File: src/rtl/filter_coeff_sequencer_if.sv
// filter_coeff_sequencer_if: coefficient write/commit bus between the config host and the sequencer.
interface filter_coeff_sequencer_if #(parameter int WIDTH = 64);
    logic             cfg_valid;
    logic             cfg_ready;
    logic [3:0]       cfg_addr;
    logic [WIDTH-1:0] cfg_data;
    logic             cfg_commit;
    logic             cfg_err;
    modport master (output cfg_valid, cfg_addr, cfg_data, cfg_commit, input cfg_ready, cfg_err);
    modport slave  (input cfg_valid, cfg_addr, cfg_data, cfg_commit, output cfg_ready, cfg_err);
endinterface

File: src/rtl/filter_coeff_sequencer.sv
// filter_coeff_sequencer: shadow/active coefficient banks, commit-triggered flush and warm-up pacing for the IIR filter.
// Optional FILT_COEFF_READBACK_EN adds rd_addr/rd_data/rd_mask shadow-bank readback.
module filter_coeff_sequencer #(
    parameter int WIDTH          = 64,
    parameter int FLUSH_CYCLES   = 2,
    parameter int WARMUP_SAMPLES = 8
) (
    input  logic                    clk,
    input  logic                    reset_n,
    filter_coeff_sequencer_if.slave cfg,
    input  logic                    adc_strobe,
    input  logic                    filt_valid_out,
    output logic [WIDTH-1:0]        b0,
    output logic [WIDTH-1:0]        b1,
    output logic [WIDTH-1:0]        b2,
    output logic [WIDTH-1:0]        b3,
    output logic [WIDTH-1:0]        b4,
    output logic [WIDTH-1:0]        b5,
    output logic [WIDTH-1:0]        b6,
    output logic [WIDTH-1:0]        a3,
    output logic [WIDTH-1:0]        a6,
    output logic                    coefficients_ready,
    output logic                    sample_ready,
    output logic                    y_valid,
    output logic [7:0]              drop_cnt
`ifdef FILT_COEFF_READBACK_EN
    ,
    input  logic [3:0]              rd_addr,
    output logic [WIDTH-1:0]        rd_data,
    output logic [8:0]              rd_mask
`endif
);
    localparam int FW = FLUSH_CYCLES > 1 ? $clog2(FLUSH_CYCLES) : 1;

    typedef enum logic [1:0] {EMPTY, FLUSH, WARMUP, RUN} state_t;

    state_t           state;
    logic [WIDTH-1:0] shadow    [9];
    logic [WIDTH-1:0] shadow_nx [9];
    logic [WIDTH-1:0] act       [9];
    logic [8:0]       mask, mask_nx;
    logic [FW-1:0]    fcnt;
    logic [7:0]       wcnt;
    logic             legal, commit_req, commit_ok, err_nx, drop;

    // A same-cycle write is folded into shadow_nx/mask_nx so a commit sees it.
    always_comb begin
        legal     = cfg.cfg_addr <= 4'd8;
        shadow_nx = shadow;
        mask_nx   = mask;
        for (int i = 0; i < 9; i++) begin
            if (cfg.cfg_valid && cfg.cfg_ready && cfg.cfg_addr == 4'(i)) begin
                shadow_nx[i] = cfg.cfg_data;
                mask_nx[i]   = 1'b1;
            end
        end
        commit_req = cfg.cfg_commit && cfg.cfg_ready;
        commit_ok  = commit_req && &mask_nx;
        err_nx     = (cfg.cfg_valid && cfg.cfg_ready && !legal) || (commit_req && !(&mask_nx));
        drop       = adc_strobe && (state == EMPTY || state == FLUSH) && drop_cnt != 8'hFF;
    end

    always_ff @(posedge clk or negedge reset_n) begin
        if (!reset_n) begin
            state              <= EMPTY;
            shadow             <= '{default: '0};
            act                <= '{default: '0};
            mask               <= '0;
            fcnt               <= '0;
            wcnt               <= '0;
            drop_cnt           <= '0;
            cfg.cfg_ready      <= 1'b1;
            cfg.cfg_err        <= 1'b0;
            coefficients_ready <= 1'b0;
        end else begin
            shadow      <= shadow_nx;
            mask        <= commit_ok ? '0 : mask_nx;
            cfg.cfg_err <= err_nx;
            drop_cnt    <= drop ? drop_cnt + 8'd1 : drop_cnt;
            if (commit_ok) begin
                act                <= shadow_nx;
                state              <= FLUSH;
                fcnt               <= FW'(FLUSH_CYCLES - 1);
                wcnt               <= '0;
                cfg.cfg_ready      <= 1'b0;
                coefficients_ready <= 1'b0;
            end else if (state == FLUSH) begin
                fcnt               <= fcnt == '0 ? fcnt : fcnt - 1'b1;
                state              <= fcnt == '0 ? WARMUP : FLUSH;
                cfg.cfg_ready      <= fcnt == '0;
                coefficients_ready <= fcnt == '0;
            end else if (state == WARMUP && adc_strobe) begin
                wcnt  <= wcnt + 8'd1;
                state <= wcnt == 8'(WARMUP_SAMPLES - 1) ? RUN : WARMUP;
            end
        end
    end

    assign sample_ready = adc_strobe && (state == WARMUP || state == RUN);
    assign y_valid      = filt_valid_out && state == RUN;
    assign b0 = act[0];
    assign b1 = act[1];
    assign b2 = act[2];
    assign b3 = act[3];
    assign b4 = act[4];
    assign b5 = act[5];
    assign b6 = act[6];
    assign a3 = act[7];
    assign a6 = act[8];

`ifdef FILT_COEFF_READBACK_EN
    always_comb begin
        rd_data = '0;
        for (int i = 0; i < 9; i++) rd_data = rd_addr == 4'(i) ? shadow[i] : rd_data;
    end
    assign rd_mask = mask;
`endif
endmodule

File: src/flat_wrapper.sv
// flat-port wrapper written by rule: the top's interface ports become plain ports
module filter_coeff_sequencer_flat 
#(
    parameter int WIDTH          = 64,
    parameter int FLUSH_CYCLES   = 2,
    parameter int WARMUP_SAMPLES = 8
)
  (clk, reset_n, adc_strobe, filt_valid_out, b0, b1, b2, b3, b4, b5, b6, a3, a6, coefficients_ready, sample_ready, y_valid, drop_cnt, cfg_cfg_valid, cfg_cfg_addr, cfg_cfg_data, cfg_cfg_commit, cfg_cfg_ready, cfg_cfg_err);
  filter_coeff_sequencer_if #(.WIDTH(WIDTH)) cfg_i ();
  input  logic clk;
  input  logic reset_n;
  input  logic adc_strobe;
  input  logic filt_valid_out;
  output logic [WIDTH-1:0] b0;
  output logic [WIDTH-1:0] b1;
  output logic [WIDTH-1:0] b2;
  output logic [WIDTH-1:0] b3;
  output logic [WIDTH-1:0] b4;
  output logic [WIDTH-1:0] b5;
  output logic [WIDTH-1:0] b6;
  output logic [WIDTH-1:0] a3;
  output logic [WIDTH-1:0] a6;
  output logic coefficients_ready;
  output logic sample_ready;
  output logic y_valid;
  output logic [7:0] drop_cnt;
  input wire logic [$bits(cfg_i.cfg_valid)-1:0] cfg_cfg_valid;
  input wire logic [$bits(cfg_i.cfg_addr)-1:0] cfg_cfg_addr;
  input wire logic [$bits(cfg_i.cfg_data)-1:0] cfg_cfg_data;
  input wire logic [$bits(cfg_i.cfg_commit)-1:0] cfg_cfg_commit;
  output wire logic [$bits(cfg_i.cfg_ready)-1:0] cfg_cfg_ready;
  output wire logic [$bits(cfg_i.cfg_err)-1:0] cfg_cfg_err;
  assign cfg_i.cfg_valid = cfg_cfg_valid;
  assign cfg_i.cfg_addr = cfg_cfg_addr;
  assign cfg_i.cfg_data = cfg_cfg_data;
  assign cfg_i.cfg_commit = cfg_cfg_commit;
  assign cfg_cfg_ready = cfg_i.cfg_ready;
  assign cfg_cfg_err = cfg_i.cfg_err;
  filter_coeff_sequencer #(.WIDTH(WIDTH), .FLUSH_CYCLES(FLUSH_CYCLES), .WARMUP_SAMPLES(WARMUP_SAMPLES)) u_core (.clk(clk), .reset_n(reset_n), .cfg(cfg_i), .adc_strobe(adc_strobe), .filt_valid_out(filt_valid_out), .b0(b0), .b1(b1), .b2(b2), .b3(b3), .b4(b4), .b5(b5), .b6(b6), .a3(a3), .a6(a6), .coefficients_ready(coefficients_ready), .sample_ready(sample_ready), .y_valid(y_valid), .drop_cnt(drop_cnt));
endmodule
File: config.mk
export PLATFORM = sky130hd
export DESIGN_NAME = filter_coeff_sequencer_flat
export DESIGN_NICKNAME = d
export VERILOG_FILES = /design/src/rtl/filter_coeff_sequencer_if.sv /design/src/rtl/filter_coeff_sequencer.sv /design/src/flat_wrapper.sv
export SDC_FILE = /design/constraint.sdc
export NUM_CORES = 1
export LEC_CHECK = 0
export CAP_MARGIN = 0
export CORE_MARGIN = 1.5
export CORE_UTILIZATION = 59
export CTS_CLUSTER_SIZE = 16
export DETAILED_ROUTE_END_ITERATION = 10
export PLACE_DENSITY_LB_ADDON = 0.25
export SYNTH_ARGS = -nofsm -noshare
export SYNTH_HDL_FRONTEND = slang
export SYNTH_SLANG_ARGS = --single-unit
File: constraint.sdc
create_clock -name clk -period 8.4 [get_ports clk]
set_input_delay 2.52 -clock clk [delete_from_list [all_inputs] [get_ports clk]]
set_output_delay 2.52 -clock clk [all_outputs]
set_load 0.01 [all_outputs]
# == Word-level counts from Yosys, hierarchy flattened ==
# Cells that the tools add are included.
# classes
muxes,32
n_bitwise,1
n_eq_ne,14
n_lt_le_gt_ge,1
n_reduce_logical,31
add_sub_neg,3
# ops
cell,n
64-bit two-way mux,9
8-bit two-way mux,3
1-bit logical AND,19
"8-bit by 1-bit adder with 8-bit output, second input constant",2
"4-bit by 3-bit == test with 1-bit output, second input constant",4
1-bit two-way mux,15
9-bit two-way mux,1
9-bit AND reduction,1
"4-bit by 2-bit == test with 1-bit output, second input constant",2
"8-bit by 3-bit == test with 1-bit output, second input constant",1
2-bit two-way mux,4
"8-bit inequality test, second input constant",1
"2-bit == test, second input constant",2
"4-bit by 1-bit == test with 1-bit output, second input constant",1
"4-bit == test, second input constant",1
"4-bit less-or-equal comparator, second input constant",1
4-bit zero test,1
2-bit nonzero test,2
1-bit logical OR,3
3-bit nonzero test,1
"2-bit by 1-bit == test with 1-bit output, second input constant",1
1-bit zero test,2
2-bit zero test,1
"2-bit by 1-bit inequality test with 1-bit output, second input constant",1
3 further kinds,3
# totals
elab_cells,108
ff_bits,1183
output_inout_bits,589

# == Depth between registers and ports, before layout ==
# logic_depth
ltp_word,7
mapped_depth,9

# == Least setup slack after synthesis ==
# Ideal clock, no wire load.
# synth_timing
kind,input-to-output
start,input port filt_valid_out
end,output port y_valid
path_slack_ns,3.170
arrival_ns,2.710
n_path_buf,0
cell_stages,1
path_cell_list,and3_1
# synth_between
elab_chain_len,1
# synth_lines
item,line,rtl
"start, declared",flat_wrapper.sv:13,input logic filt_valid_out;
1-bit logical AND,filter_coeff_sequencer.sv:100,assign y_valid = filt_valid_out && state == RUN;
"end, declared",flat_wrapper.sv:25,output logic y_valid;
# Every way passes these cells.

# == Final worst setup path ==
# Ends and elaborated chain as after synthesis.

==> flow_metrics.env <==
export IMPL_finalWirelength_um=117000
export IMPL_status="complete, no violations"
export IMPL_cp_required_ns=5.88
export IMPL_critPathMaxStageDelay_ns=0.53
export IMPL_largest_register="u_core.shadow"
export IMPL_hold_viol_final=0
export IMPL_worstSetupEndpoint="y_valid"
export IMPL_area_growth_pct=22.9
export IMPL_cp_end_kind="output pin"
export IMPL_synth_area_leaders="dfrtp_1, mux2_4, mux2_2"
export IMPL_grt_pass1_vias=28346
export IMPL_clk_pin_slew_worst_paths_ns=0.06
export IMPL_cp_depth=3
export IMPL_slew_violations=0
export IMPL_vias_per_cell=5.57
export IMPL_worst_setup_path_start_kind="primary input"
export IMPL_drt_iter0_markers=1610
export IMPL_cap_violations=0
export IMPL_globalplace_congestion=0.849
export IMPL_fillCellCount=4721
export IMPL_p_int_w=0.0143
export IMPL_critPathLaunch="filt_valid_out"
export IMPL_peakVddDrop_mv=0.219
export IMPL_dp_hpwl_um=74300
export IMPL_hold_buffers=0
export IMPL_synth_most_common_cell="dfrtp_1"
export IMPL_postCtsResizedCells=0
export IMPL_syn_inst=2845
export IMPL_syn_area_mm2=0.0466
export IMPL_cp_slowest_cell="clkdlybuf4s50_1"
export IMPL_synth_top_area_share_pct=63.4
export IMPL_die_area_mm2=0.0807
export IMPL_core_mm2=0.0778
export IMPL_combPwrFrac_pct=30.5
export IMPL_antenna_found_initial=3
export IMPL_arrival_ns=3.70
export IMPL_min_path_type="flop to flop"
export IMPL_p_sw_share_pct=28.3
export IMPL_yosysSeqAreaShare_pct=63.5
export IMPL_tightest_slew_ns=1.06
export IMPL_drive_gt1_share_pct=35.0
export IMPL_fin_skew_ns=0.0225
export IMPL_synth_warnings=0
export IMPL_synth_enable_flop_cells=0
export IMPL_final_area_mm2=0.0573
export IMPL_worstPathCellList="clkdlybuf4s50_1 > and3_1 > clkdlybuf4s50_1"
export IMPL_crit_type="primary input to output pin"
export IMPL_switching_power_w=0.00564
export IMPL_regArea_mm2=0.0296
export IMPL_numCtsBuffers=115
export IMPL_drtPass1Iterations=5
export IMPL_worst_path_most_repeated_cell="clkdlybuf4s50_1"
export IMPL_critPathBufInv=2
export IMPL_rows=102
export IMPL_power_density_mw_per_mm2=348
export IMPL_grtUsageTotal_pct=29.2
export IMPL_multi_input_area_mm2=0.0156
export IMPL_setup_tns_final_ns=0
export IMPL_syn_area_per_cell_um2=16.4
export IMPL_slew_headroom_pct=29.5
export IMPL_grt_max_degree=194
export IMPL_dieWidth_um=284
export IMPL_clockBufferDepth=3
export IMPL_cts_tree="built"
export IMPL_largest_reg_flops=576
export IMPL_die_y_um=284
export IMPL_postRouteAntennaNets=0
export IMPL_fin_crit_sh_pct=74.1
export IMPL_ys_top_cells_by_count="dfrtp_1, mux2_2, mux2_4, nand2_1, clkbuf_1"
export IMPL_initial_core_util_pct=59.9
export IMPL_postSynthNetCount=2921
export IMPL_whs_path_depth=2
export IMPL_fin_util_pct=73.6
export IMPL_r2r_end="u_core.b0[25]"
export IMPL_synth_async_reset_ratio_pct=100
export IMPL_fin_total_pwr_w=0.0199
export IMPL_io_buffers=662
export IMPL_nets=3595
export IMPL_place_ws_ns=1.87
export IMPL_placed_cell_area_mm2=0.0535
export IMPL_grt_overflow=0
export IMPL_synth_ff_type="dfrtp_1"
export IMPL_ioPinCount=663
export IMPL_finalSetupViolCount=0
export IMPL_rrSetupSlack_ns=4.42
export IMPL_power_leakage_nw=26.7
export IMPL_seqPwrFrac_pct=43.4
export IMPL_ys_types=41
export IMPL_fmax_mhz=161
export IMPL_pwr_share_clk_pct=26.0
export IMPL_reg2reg_from="u_core.cfg.cfg_ready"
export IMPL_yosys_area_top_type="dfrtp_1"
export IMPL_cts_max_level=3
export IMPL_synth_seq_cells=1183
export IMPL_cts_root_buf="clkbuf_16"
export IMPL_critPathTopFamily="buffers and inverters"
export IMPL_dr_total_vias=25897
export IMPL_finalWorstSetupSlack_ns=2.18
export IMPL_postCtsSetupBuffers=0
export IMPL_wl_per_cell_um=25.3
export IMPL_fin_crit_ns=6.22
export IMPL_critPathMaxFanout=1
export IMPL_drc=0
export IMPL_grt_pass1_wl_um=180000
export IMPL_rsz0062_at_grt="no"
export IMPL_r2r_cells=7
export IMPL_cts_sinks=1183
export IMPL_clk_latency_ns=0.68
## through the flow
| step | std cells | hold WS, ns |
|---|---|---|
| 2_1_floorplan | 2845 | 0.436 |
| 3_3_place_gp | 4442 | 0.449 |
| 3_5_place_dp | 4442 | 0.455 |
| 4_1_cts | 4644 | 0.470 |
| 5_1_grt | 4646 | 0.488 |
| 6_report | 4647 | 0.466 |
## cells by family after synthesis
logic type                 synth area share [%]
AOI/OAI and AO/OA                         0.241
and+or+nand+nor                            3.96
buffers and inverters                      3.20
adders and majority gates                0.0537
muxes                                      28.8
xor gates and xnor gates                  0.263
DFF                                        63.5
## power groups by stage
stage	Clock (W)	Sequential, W	Combinational (W)
after global placement	0	0.00861	0.00586
final	0.00519	0.00866	0.00609
after detailed placement	0	0.00870	0.00607
after floorplan	0	0.00888	0.00270
after CTS	0.00527	0.00866	0.00612
after global routing	0.00550	0.00884	0.00642
## final cells by class
cell class | instances | area share, %
antenna | 3 | 0.0131
tap | 1040 | 2.27
clock buffer | 155 | 5.62
sequential | 1183 | 51.7
inverter | 1 | 0.00655
multi-input combinational | 1520 | 27.2
clock inverter | 47 | 1.00
timing repair buffer | 698 | 12.2
## worst register-to-register path, cell delays in order, from the launching register on
cell and delay [ns]:
dfstp_2 0.57, and4bb_2 0.42, and2_4 0.54, o22ai_1 0.26
nor4_4 0.33, buf_12 0.44, buf_12 0.71, mux2_2 0.62
## layout by cell type (no fill, tap or decap), drive strengths merged, types with 6 or more instances in the layout
cell           count
and2               7
a21oi             11
xor2               8
bufinv            11
nand4              6
clkdlybuf4s50    661
buf               37
dfrtp           1182
xnor2              6
mux2            1025
nor2              23
clkinvlp           8
clkbuf           155
clkinv            25
nand2            396
## worst min path at each step
| stage | start | end | slack (ns) |
|---|---|---|---|
| 2_1_floorplan | u_core.shadow[23] | u_core.shadow[23] | 0.44 |
| 3_3_place_gp | u_core.shadow[46] | u_core.shadow[46] | 0.45 |
| 3_5_place_dp | u_core.shadow[38] | u_core.shadow[38] | 0.46 |
| 4_1_cts | u_core.shadow[38] | u_core.shadow[38] | 0.47 |
| 5_1_grt | u_core.shadow[418] | u_core.shadow[418] | 0.49 |
| 6_report | u_core.shadow[50] | u_core.shadow[50] | 0.47 |
## metal layers
layer  vias up  track usage [%]  share of wire (%)
li1      11076                -                  -
met1     13755             36.4                 40
met4         2             14.5                5.1
met3       248             6.52                5.8
met5         -                0             0.0060
met2       816             48.4                 49
No activity file was read; power rests on OpenSTA's default activity.
